## config.mk

```make
export PLATFORM = sky130hd
export DESIGN_NAME = median_delay_line
export DESIGN_NICKNAME = d
export VERILOG_FILES = /design/src/rtl/median_pkg.sv /design/src/rtl/median_delay_ram.sv /design/src/rtl/median_delay_line.sv
export SDC_FILE = /design/constraint.sdc
export NUM_CORES = 1
export LEC_CHECK = 0
export ABC_CLOCK_PERIOD_IN_PS = 1420
export CAP_MARGIN = 0
export CELL_PAD_IN_SITES_DETAIL_PLACEMENT = 0
export CELL_PAD_IN_SITES_GLOBAL_PLACEMENT = 2
export CORE_AREA = 2 2 62 64
export DETAILED_ROUTE_END_ITERATION = 16
export DIE_AREA = 0 0 64 66
export GPL_ROUTABILITY_DRIVEN = 1
export PLACE_DENSITY_LB_ADDON = 0.05
export SYNTH_ARGS = -nofsm -noshare
export SYNTH_HDL_FRONTEND = slang
export SYNTH_HIERARCHICAL = 1
export SYNTH_SLANG_ARGS = --single-unit
```

## constraint.sdc

```tcl
create_clock -name clk -period 1.42 [get_ports clk]
set_clock_uncertainty 0.1 [all_clocks]
set_input_delay 0.284 -clock clk [delete_from_list [all_inputs] [get_ports clk]]
set_output_delay 0.284 -clock clk [all_outputs]
set_load 0.01 [all_outputs]
```

## src/rtl/median_pkg.sv

```systemverilog
// Shared constants and width helpers for the median-filter datapath
// (delay line, window and sort blocks).
package median_pkg;

  localparam int MEDIAN_N     = 5;
  localparam int MEDIAN_DEPTH = 4;

  // Address width able to index `count` entries; never narrower than one bit.
  function automatic int width_of(input int count);
    return (count <= 1) ? 1 : $clog2(count);
  endfunction

endpackage

```

## src/rtl/median_delay_ram.sv

```systemverilog
// Single-clock storage for the delay line: asynchronous read, write on we,
// so a read and write to the same address in one cycle returns the old word.
module median_delay_ram
  import median_pkg::*;
#(
  parameter  int N     = MEDIAN_N,
  parameter  int WORDS = MEDIAN_DEPTH - 1,
  localparam int AW    = width_of(WORDS)
) (
  input  logic          clk,
  input  logic          we,
  input  logic [AW-1:0] addr,
  input  logic [N-1:0]  wdata,
  output logic [N-1:0]  rdata
);

  logic [N-1:0] r_mem [WORDS];

  assign rdata = r_mem[addr];

  // NOTE: storage deliberately has no reset so it can map onto LUT/block RAM.
  always_ff @(posedge clk) begin
    if (we) r_mem[addr] <= wdata;
  end

endmodule

```

## src/rtl/median_delay_line.sv

```systemverilog
// Clock-enabled delay line: q follows d by DEPTH accepted samples.
// Define MEDIAN_DELAY_LINE_CLR_EN to add the synchronous clr restart input.
module median_delay_line
  import median_pkg::*;
#(
  parameter  int N     = MEDIAN_N,
  parameter  int DEPTH = MEDIAN_DEPTH,
  localparam int CW    = $clog2(DEPTH + 1)
) (
  input  logic          clk,
  input  logic          rst,
`ifdef MEDIAN_DELAY_LINE_CLR_EN
  input  logic          clr,
`endif
  input  logic          ce,
  input  logic [N-1:0]  d,
  output logic [N-1:0]  q,
  output logic          q_valid,
  output logic [CW-1:0] fill
);

  logic          w_clr;
  logic [N-1:0]  r_q;
  logic          r_valid;
  logic [CW-1:0] r_fill;
  logic [CW-1:0] w_fill_nxt;

`ifdef MEDIAN_DELAY_LINE_CLR_EN
  assign w_clr = clr;
`else
  assign w_clr = 1'b0;
`endif

  // A clr that coincides with ce counts that sample as the first of the new run.
  always_comb begin
    // NOTE: default assignment first so no path leaves the signal unassigned (no latch).
    w_fill_nxt = r_fill;
    if (w_clr)
      w_fill_nxt = ce ? CW'(1) : '0;
    else if (ce && r_fill != CW'(DEPTH))
      w_fill_nxt = r_fill + 1'b1;
  end

  always_ff @(posedge clk) begin
    // NOTE: sequential state uses non-blocking assignments only.
    if (rst) begin
      r_fill  <= '0;
      r_valid <= 1'b0;
    end else begin
      r_fill  <= w_fill_nxt;
      r_valid <= (w_fill_nxt == CW'(DEPTH));
    end
  end

  generate
    if (DEPTH == 1) begin : g_reg
      always_ff @(posedge clk) begin
        if (rst)     r_q <= '0;
        else if (ce) r_q <= d;
      end
    end else begin : g_ram
      localparam int AW = width_of(DEPTH - 1);

      logic [AW-1:0] r_ptr;
      logic [AW-1:0] w_addr;
      logic [N-1:0]  w_rd;

      // A restart rewinds to slot 0 in the same cycle a sample may be written.
      assign w_addr = w_clr ? '0 : r_ptr;

      median_delay_ram #(
        .N     (N),
        .WORDS (DEPTH - 1)
      ) u_ram (
        .clk   (clk),
        .we    (ce),
        .addr  (w_addr),
        .wdata (d),
        .rdata (w_rd)
      );

      always_ff @(posedge clk) begin
        if (rst) begin
          r_ptr <= '0;
          r_q   <= '0;
        end else begin
          if (ce)
            r_ptr <= (w_addr == AW'(DEPTH - 2)) ? '0 : w_addr + 1'b1;
          else if (w_clr)
            r_ptr <= '0;
          // The oldest buffered sample leaves the RAM as the new one replaces it.
          if (ce && !w_clr)
            r_q <= w_rd;
        end
      end
    end
  endgenerate

  assign q       = r_q;
  assign q_valid = r_valid;
  assign fill    = r_fill;

endmodule

```

Word level (Yosys, flattened, before mapping). Memory sizes are Yosys's and may differ from the RTL's. A register that Yosys moved wholly into a read port is not among the register bits. Index checks and enable logic that the tools add are counted. W data, S select, Z words.

Add/sub/neg operators: 2. Equality and inequality tests: 3. Reduce and logical (&&, ||, !) cells: 1. Multiplexer cells: 4.

Operators with widths (number): $add A3 B1 Y3 const B (1); $eq A3 B3 Y1 const B (1); $mux W3 (1); $ne A3 B3 Y1 const B (1); $add A2 B1 Y2 const B (1); $eq A2 B2 Y1 const B (1); $mux W1 (2); $mux W2 (1); $logic_and A1 B1 Y1 (1).

Output and inout bits: 9. Word-level logic and storage cells: 14. Memories: 1. Bits in registers: 6. Memory bits (writable): 15.

Memories: g_ram.u_ram.r_mem (words 3, bits a word 5, read ports 1, clocked after Yosys merged registers in 1, wr ports 1, RTL line median_delay_ram.sv:17) `logic [N-1:0] r_mem [WORDS];`.

Depth between registers and ports, before layout. Gate-level depths: netlist of run 1.

Word-level depth: 4. Gate-level depth with buffers: 5.

By module. Netlist of run 1, hierarchy kept.

By module, submodules not included: median_delay_ram (area each 591.8 um^2, cells an instance 36, seq. area each 450.4 um^2, instances 1); median_delay_line (area each 462.9 um^2, cells an instance 44, seq. area each 220.2 um^2, instances 1).

Worst setup path after synthesis of run 1. No wires, ideal clock.

Kind: flip-flop to flip-flop. Start point: register g_ram.r_ptr[1]. End point: memory g_ram.u_ram/r_mem[0][0] in the netlist's numbering, enable pin. Buffers on the path: 1. Period minus slack after synthesis: 1415 ps. Setup slack: 5 ps. Library setup time: 375 ps. Arrival time: 940 ps. Stages on the path, launching flop included: 3. Path through: dfxtp_1 -> buf_6 -> nor3b_1.

RTL lines: start: declaration (RTL line median_delay_line.sv:64) `logic [AW-1:0] r_ptr;`; start signal: assignment (RTL line median_delay_line.sv:88) `r_ptr <= (w_addr == AW'(DEPTH - 2)) ? '0 : w_addr + 1'b1;`; end: declaration (RTL line median_delay_ram.sv:17).

No word-level cell before the write port.

Worst setup path after layout of run 1.
Start point: register r_fill[1] (netlist: fill[1]). End point: register r_valid (netlist: q_valid).

Cells in the longest elaborated chain, start to end: 4. Elaborated cells on any way between the ends: 5. Those cells by class: 1 x add/sub; 2 x eq/ne; 1 x mux; 1 x reduce/logical.

Ends and longest elaborated chain: start: declaration (RTL line median_delay_line.sv:25) `logic [CW-1:0] r_fill;`; start signal: assignment (RTL line median_delay_line.sv:50) `r_fill <= w_fill_nxt;`; branches (longest 2 deep; another with $add A3 B1 Y3); $mux W3 * (RTL line median_delay_line.sv:40) `else if (ce && r_fill != CW'(DEPTH))`; $eq A3 B3 Y1 * (RTL line median_delay_line.sv:51) `r_valid <= (w_fill_nxt == CW'(DEPTH));`; end signal: assignment (RTL line median_delay_line.sv:51); end: declaration (RTL line median_delay_line.sv:24) `logic r_valid;`.

Mark *: on every way between the ends. A chain may end at the register's enable or synchronous reset.

==> results of run 1 <==
==> worst max-delay path, cell delays in order, from the launching register on <==
cell	delay, ns
dfxtp_2	0.35
buf_4	0.14
inv_1	0.05
ha_2	0.20
and4b_1	0.23
nor3_4	0.18
o21a_1	0.13
==> registers in the layout (all words and copies together) (netlist names) <==
register / cells
g_ram.u_ram/r_mem: 15
q: 5
fill: 3
g_ram.r_ptr: 2
q_valid: 1
==> synth_stat cells, drive strengths merged <==
cell type	number	area, um^2
dfxtp	11	220
edfxtp	15	450
a21oi	2	10.0
ha	2	25.0
mux2i	12	120
nand2	6	22.5
inv	2	7.51
nand3b	1	7.51
o21ai	5	25.0
nor3b	2	15.0
xnor2	1	8.76
nor3	2	21.3
o21a	1	7.51
a21boi	1	11.3
buf	4	38.8
nor2	10	37.5
and4b	1	10.0
and3b	1	10.0
nand2b	1	6.26
==> through the flow <==
step           utilization (%)  setup TNS [ns]
2_1_floorplan                -               0
3_3_place_gp              36.7           -4.73
3_5_place_dp              36.7           -4.92
4_1_cts                   38.6               0
5_1_grt                   38.9         -0.0516
6_report                  38.9               0
==> area by class of cell <==
| cell class | instances | area (um^2) | share of cell area [%] |
|---|---|---|---|
| inverter | 2 | 7.51 | 0.543 |
| multi-input combinational | 48 | 353 | 25.5 |
| timing repair buffer | 27 | 231 | 16.8 |
| clock buffer | 3 | 22.5 | 1.63 |
| tap | 48 | 60.1 | 4.35 |
| clock inverter | 1 | 30.0 | 2.17 |
| sequential | 26 | 677 | 49.0 |
==> timing repair <==
item / CTS / global route
pin swaps: 1 / 0
endpoints found under the hold margin: 0 / 0
buffers inserted: 2 / 0
endpoints found under the setup margin: 10 / 7
resized for setup: 14 / 3
==> cells in the final DEF (no fill, tap or decap) <==
master	Yosys	final
edfxtp_1	15	15
mux2i_1	12	12
buf_4	0	11
nor2_1	10	10
dlygate4sd2_1	0	9
clkdlybuf4s50_1	0	7
dfxtp_1	11	6
nand2_1	6	6
dfxtp_2	0	5
o21ai_1	5	5
clkbuf_4	0	3
inv_1	2	2
a21oi_1	2	2
a21boi_4	0	1
xnor2_1	1	1
nor3b_2	0	1
nor3_1	1	1
and4b_1	1	1
nor3_4	1	1
o21a_1	1	1
nand3b_1	1	1
nand2b_1	1	1
ha_2	0	1
ha_1	2	1
bufinv_16	0	1
and3b_2	1	1
nor3b_1	2	1
==> power by group through the flow <==
stage	logic (mW)	clock network [mW]	registers, mW
4_1_cts	0.214	0.533	0.870
5_1_grt	0.238	0.567	0.878
3_5_place_dp	0.213	0	0.889
6_report	0.214	0.509	0.870
3_3_place_gp	0.216	0	0.890
2_1_floorplan	0.115	0	0.888
==> kinds of logic (layout without fill, tap and decap cells) <==
family                   Yosys count  count (layout)
AND/OR/NAND/NOR                   24              24
XOR/XNOR                           1               1
adder cells (fa/ha/maj)            2               2
flip-flops                        26              26
multiplexers                      12              12
AO/OA/AOI/OAI                      9               9
buffers and inverters              6              33
==> worst min-delay path by stage <==
stage                     start                 endpoint  cells past startpoint  slack (ns)
after floorplan            d[0]  g_ram.u_ram/r_mem[0][0]                      0        0.28
after global routing       d[1]  g_ram.u_ram/r_mem[1][1]                      1        0.44
after global placement     q[2]                     q[2]                      2        0.38
final                      q[2]                     q[2]                      2        0.41
after detailed placement   q[3]                     q[3]                      2        0.38
after CTS                  q[2]                     q[2]                      2        0.42
==> metal layers <==
| metal | vias up | track usage, % | part of all wire (%) |
|---|---|---|---|
| met5 | - | 0 | 0 |
| met3 | 2 | 2.73 | 4.4 |
| met4 | 0 | 5.71 | 1.2 |
| li1 | 335 | - | - |
| met2 | 10 | 14.2 | 42 |
| met1 | 293 | 13.7 | 52 |
==> out/results.tsv, run 1 <==
stage	metric	value	unit
run_status	outcome	completed	
logic_synthesis	Yosys cell types	21	
power_and_ir_drop	sequential fraction of design power	54.6	%
layout	antenna diode count	0	
logic_synthesis	FF+latch count, synth	26	
power_and_ir_drop	power share of the clock group	31.9	%
route	wire length per cell	12.2	um
layout	Fillers	350	
grt	initial antenna violation count	0	
route	via/cell ratio	4.13	
clocking	clock latency on the worst-skew pair	0.32	ns
logic_synthesis	mux cell area share after synthesis	11.4	%
grt	first-pass GRT wire length	3130	um
sta	final hold violations	0	
clocking	CTS buffer count	3	
power_and_ir_drop	Power Density	1150	nW/um^2
layout	fin area	1380	um^2
floorplan	Die Span X	64	um
power_and_ir_drop	combinational share of power	13.4	%
sta	RSZ-0062 raised after global routing	true	
layout	Area growth, synth to finish	31.0	%
logic_synthesis	Seq/Total Area, Yosys	63.6	%
clocking	# clock sinks	26	
clocking	root cell of the clock tree	clkbuf_4	
route	Remaining DRCs	0	
place	dpl cell area	1300	um^2
clocking	Longest Clk Path Bufs	2	
floorplan	Die Area	4220	um^2
place	PortBufs	16	
floorplan	I/O pin count	17	
sta	Final Critical Period	1.41	ns
route	via count	640	
grt	total track usage	10.1	%
layout	share of cells above drive strength 1	23.4	%
clocking	CTS tree	done	
worst_setup_path	critical path capture point	q_valid	
power_and_ir_drop	Leakage Power	0.556	nW
logic_synthesis	Ys Warns	6	
worst_setup_path	CP startpoint kind	flip-flop	
clocking	clock slew at reported path FFs	0.14	ns
sta	Tightest Pin Transition	0.301	ns
floorplan	row count	22	
place	pre-CTS setup slack	-0.269	ns
power_and_ir_drop	Internal Pwr Total	1.24	mW
route	drt first pass iters	2	
place	GP Congestion	0.645	
route	Initial DRC Count	12	
grt	grt ovf	0	
sta	Fin Hold WS	0.406	ns
flow_run	max_cap viols	0	
sta	Pins Over Slew Limit	0	
sta	Tcrit/Tclk final	99.5	%
logic_synthesis	Syn Std Cell Area	1050	um^2
clocking	Post-CTS Hold Buffers	0	
sta	Final WS setup	0.00723	ns
worst_setup_path	CP max FO	4	
worst_setup_path	cells on worst reg2reg path	6	
floorplan	Die Ht	66	um
sta	Fmax	708	MHz
worst_setup_path	worst reg2reg path startpoint	fill[1]	
layout	final cell count without fillers	155	
place	placed cell count	149	
grt	vias in the first global route	626	
place	Final HPWL DP	1340	um
logic_synthesis	adder-cell share of the synthesized area	2.37	%
sta	Setup violations, final	0	
worst_setup_path	CP Class	reg2reg	
logic_synthesis	post-synthesis cell count	80	
worst_setup_path	reg2reg end	q_valid	
logic_synthesis	simple-gate share of the synthesized area	12.3	%
power_and_ir_drop	Sw Ratio	22.0	%
sta	max_slew headroom	79.9	%
logic_synthesis	largest family of logic cells by synthesized area	simple AND/OR/NAND/NOR gates	
logic_synthesis	Mapped Avg Cell Area	13.2	um^2
power_and_ir_drop	peak supply drop	0.345	mV
worst_setup_path	Worst EP arrival	1.59	ns
logic_synthesis	Mapped Nets	90	
power_and_ir_drop	sw power	0.350	mW
power_and_ir_drop	Final Total Pwr	1.59	mW
route	antenna viol nets, final	0	
layout	fin nets	118	
grt	largest net degree at the start of global routing	16	
floorplan	starting density of the core	29.7	%
route	Total Wirelength	1900	um
worst_setup_path	worst setup path startpoint	fill[1]	
min_path	worst hold path class	reg2reg	
worst_setup_path	CP Data Required Time	1.60	ns
worst_setup_path	CP Capture Type	flip-flop	
logic_synthesis	Post-Synth XOR/XNOR Area	0.830	%
worst_setup_path	flop2flop setup slack	0.007	ns
clocking	H-tree levels	1	
logic_synthesis	Synth Area in Compound Gates	5.10	%
floorplan	core area	3550	um^2
Note: power is estimated with default switching activity, not from simulation.
==> run 2: changes to the inputs <==
ABC_CLOCK_PERIOD_IN_PS = 1600   (was 1420)
CORE_AREA = 2 2 58 60   (was 2 2 62 64)
DIE_AREA = 0 0 60 62   (was 0 0 64 66)
MAX_ROUTING_LAYER = met4   (was unset)
clock period = 1.6 ns   (was 1.42 ns; I/O delays follow)
==> run 2 against run 1 <==
Against the previous run: combinational power down 22%; sequential cell count unchanged; hold slack worse by 0.00078 ns; clock power down 12%; total power down 13%; non-clock buffer count down 3; first-iteration DRC count up 83%; register-to-register slack better by 0.19 ns; sequential share of layout area up 1.5 points; cell count down 3.2%; critical path type unchanged; largest cell class unchanged; largest power group unchanged.
==> out/results.tsv, run 2 (synthesis gave the netlist of run 1 again) <==
stage	metric	value	unit	change
worst_setup_path	CP Data Required Time	1.78	ns	was 1.60 ns
floorplan	core area	3180	um^2	was 3550 um^2
worst_setup_path	CP max FO	5		was 4
place	GP Congestion	0.762		was 0.645
power_and_ir_drop	Leakage Power	0.534	nW	was 0.556 nW
sta	Tightest Pin Transition	0.428	ns	was 0.301 ns
layout	Fillers	318		was 350
worst_setup_path	Worst EP arrival	1.58	ns	was 1.59 ns
layout	Largest Register	g_ram.u_ram/r_mem		unchanged
layout	antenna diode count	0		unchanged
clocking	CTS tree	done		unchanged
clocking	root cell of the clock tree	clkbuf_4		unchanged
route	via/cell ratio	4.34		was 4.13
sta	Fmax	711	MHz	was 708 MHz
floorplan	I/O pin count	17		unchanged
sta	Final Critical Period	1.41	ns	about the same
power_and_ir_drop	Sw Ratio	21.6	%	was 22.0%
sta	final hold violations	0		unchanged
layout	share of cells above drive strength 1	17.3	%	was 23.4%
flow_run	max_cap viols	0		unchanged
route	Remaining DRCs	0		unchanged
place	PortBufs	16		unchanged
floorplan	starting density of the core	33.2	%	was 29.7%
route	antenna viol nets, final	0		unchanged
layout	most frequent cells in the layout	edfxtp_1 (15), mux2i_1 (12), nor2_1 (10), dlygate4sd2_1 (9)		was edfxtp_1 (15), mux2i_1 (12), buf_4 (11), nor2_1 (10), dlygate4sd2_1 (9)
route	drt first pass iters	4		was 2
layout	final cell count without fillers	150		was 155
min_path	worst hold path class	reg2reg		unchanged
power_and_ir_drop	Power Density	1040	nW/um^2	was 1150 nW/um^2
sta	RSZ-0062 raised after global routing	false		was true
power_and_ir_drop	sw power	0.300	mW	was 0.350 mW
clocking	clock slew at reported path FFs	0.14	ns	about the same
grt	initial antenna violation count	0		unchanged
floorplan	Die Span X	60	um	was 64 um
floorplan	row count	21		was 22
clocking	clock latency on the worst-skew pair	0.32	ns	about the same
route	wire length per cell	11.6	um	was 12.2 um
clocking	CTS buffer count	3		unchanged
sta	max_slew headroom	71.4	%	was 79.9%
layout	Area growth, synth to finish	27.2	%	was 31.0%
place	Final HPWL DP	1260	um	was 1340 um
grt	grt ovf	0		unchanged
grt	vias in the first global route	598		was 626
sta	Tcrit/Tclk final	87.9	%	was 99.5%
floorplan	Die Ht	62	um	was 66 um
worst_setup_path	CP Class	reg2reg		unchanged
run_status	outcome	completed		unchanged
sta	Pins Over Slew Limit	0		unchanged
place	placed cell count	145		was 149
layout	max FFs per register	15		unchanged
route	via count	651		was 640
power_and_ir_drop	Internal Pwr Total	1.09	mW	was 1.24 mW
grt	first-pass GRT wire length	2760	um	was 3130 um
clocking	Longest Clk Path Bufs	2		unchanged
power_and_ir_drop	sequential fraction of design power	55.7	%	was 54.6%
layout	most common cell after layout, fill and taps aside	edfxtp_1		unchanged
layout	fin nets	115		was 118
route	Initial DRC Count	22		was 12
route	Total Wirelength	1730	um	was 1900 um
clocking	# clock sinks	26		unchanged
worst_setup_path	CP startpoint kind	flip-flop		unchanged
worst_setup_path	CP Capture Type	flip-flop		unchanged
sta	Setup violations, final	0		unchanged
floorplan	Die Area	3720	um^2	was 4220 um^2
power_and_ir_drop	combinational share of power	12.0	%	was 13.4%
power_and_ir_drop	power share of the clock group	32.3	%	was 31.9%
sta	Fin Hold WS	0.405	ns	was 0.406 ns
grt	largest net degree at the start of global routing	16		unchanged
clocking	H-tree levels	1		unchanged
grt	total track usage	11.2	%	was 10.1%
power_and_ir_drop	peak supply drop	0.405	mV	was 0.345 mV
## run 2: cell count changes in the layout (fill, tap and decap cells not counted), sizes merged
cell and change:
buf -3
## run 2: path summary, 6_finish.rpt
kind         slack, ns     from  cells after the start  endpoint
max               0.19  fill[0]                      5   q_valid
min               0.40     q[3]                      2      q[3]
min reg2reg       0.40     q[3]                      2      q[3]
max reg2reg       0.19  fill[0]                      5   q_valid
## run 2: through the flow
step / cell area [um^2] / TNS (ns) / utilization [%] / total power, mW / worst slack [ns]
3_3_place_gp: 1290 / -0.914 / 40.5 / 0.970 / -0.0961
4_1_cts: 1340 / 0 / 42.2 / 1.42 / 0.172
5_1_grt: 1340 / 0 / 42.2 / 1.48 / 0.0450
2_1_floorplan: 1050 / 0 / - / 0.891 / 0.185
3_5_place_dp: 1290 / -0.988 / 40.5 / 0.971 / -0.124
6_report: 1340 / 0 / 42.2 / 1.39 / 0.193
## run 2: worst max-delay path, cell delays in order (launching register included)
cell      delay (ns)
dfxtp_4         0.39
inv_1           0.06
ha_1            0.22
a21boi_2        0.23
nor3b_1         0.21
o21a_1          0.15
## run 2: cell type report
cell class	instances	area [um^2]	share of cell area, %
Multi-Input combinational cell	48	338	25.2
Timing Repair Buffer	24	209	15.6
Clock buffer	3	22.5	1.68
Sequential cell	26	677	50.5
Clock inverter	1	30.0	2.24
Tap cell	46	57.6	4.29
Inverter	2	7.51	0.560
## run 2: power groups by stage
stage	Sequential, mW	Clock, mW	Combinational, mW
2_1_floorplan	0.789	0	0.102
3_3_place_gp	0.791	0	0.179
3_5_place_dp	0.791	0	0.180
4_1_cts	0.777	0.471	0.170
5_1_grt	0.782	0.506	0.188
6_report	0.775	0.449	0.167
## run 2: layer usage
layer / routed length [um] / GRT usage (%) / vias to the layer above / share of wire (%)
li1: - / - / 331 / -
met1: 818 / 13.3 / 307 / 47
met2: 848 / 17.1 / 11 / 49
met3: 51 / 3.11 / 2 / 2.9
met4: 15 / 6.67 / 0 / 0.87
met5: 0 / - / - / 0
## run 2: timing repair
| item | CTS | global route |
|---|---|---|
| gates resized for setup | 13 | 0 |
| hold buffers | 0 | 0 |
| setup endpoints to repair | 9 | 0 |
| buffers inserted | 1 | 0 |
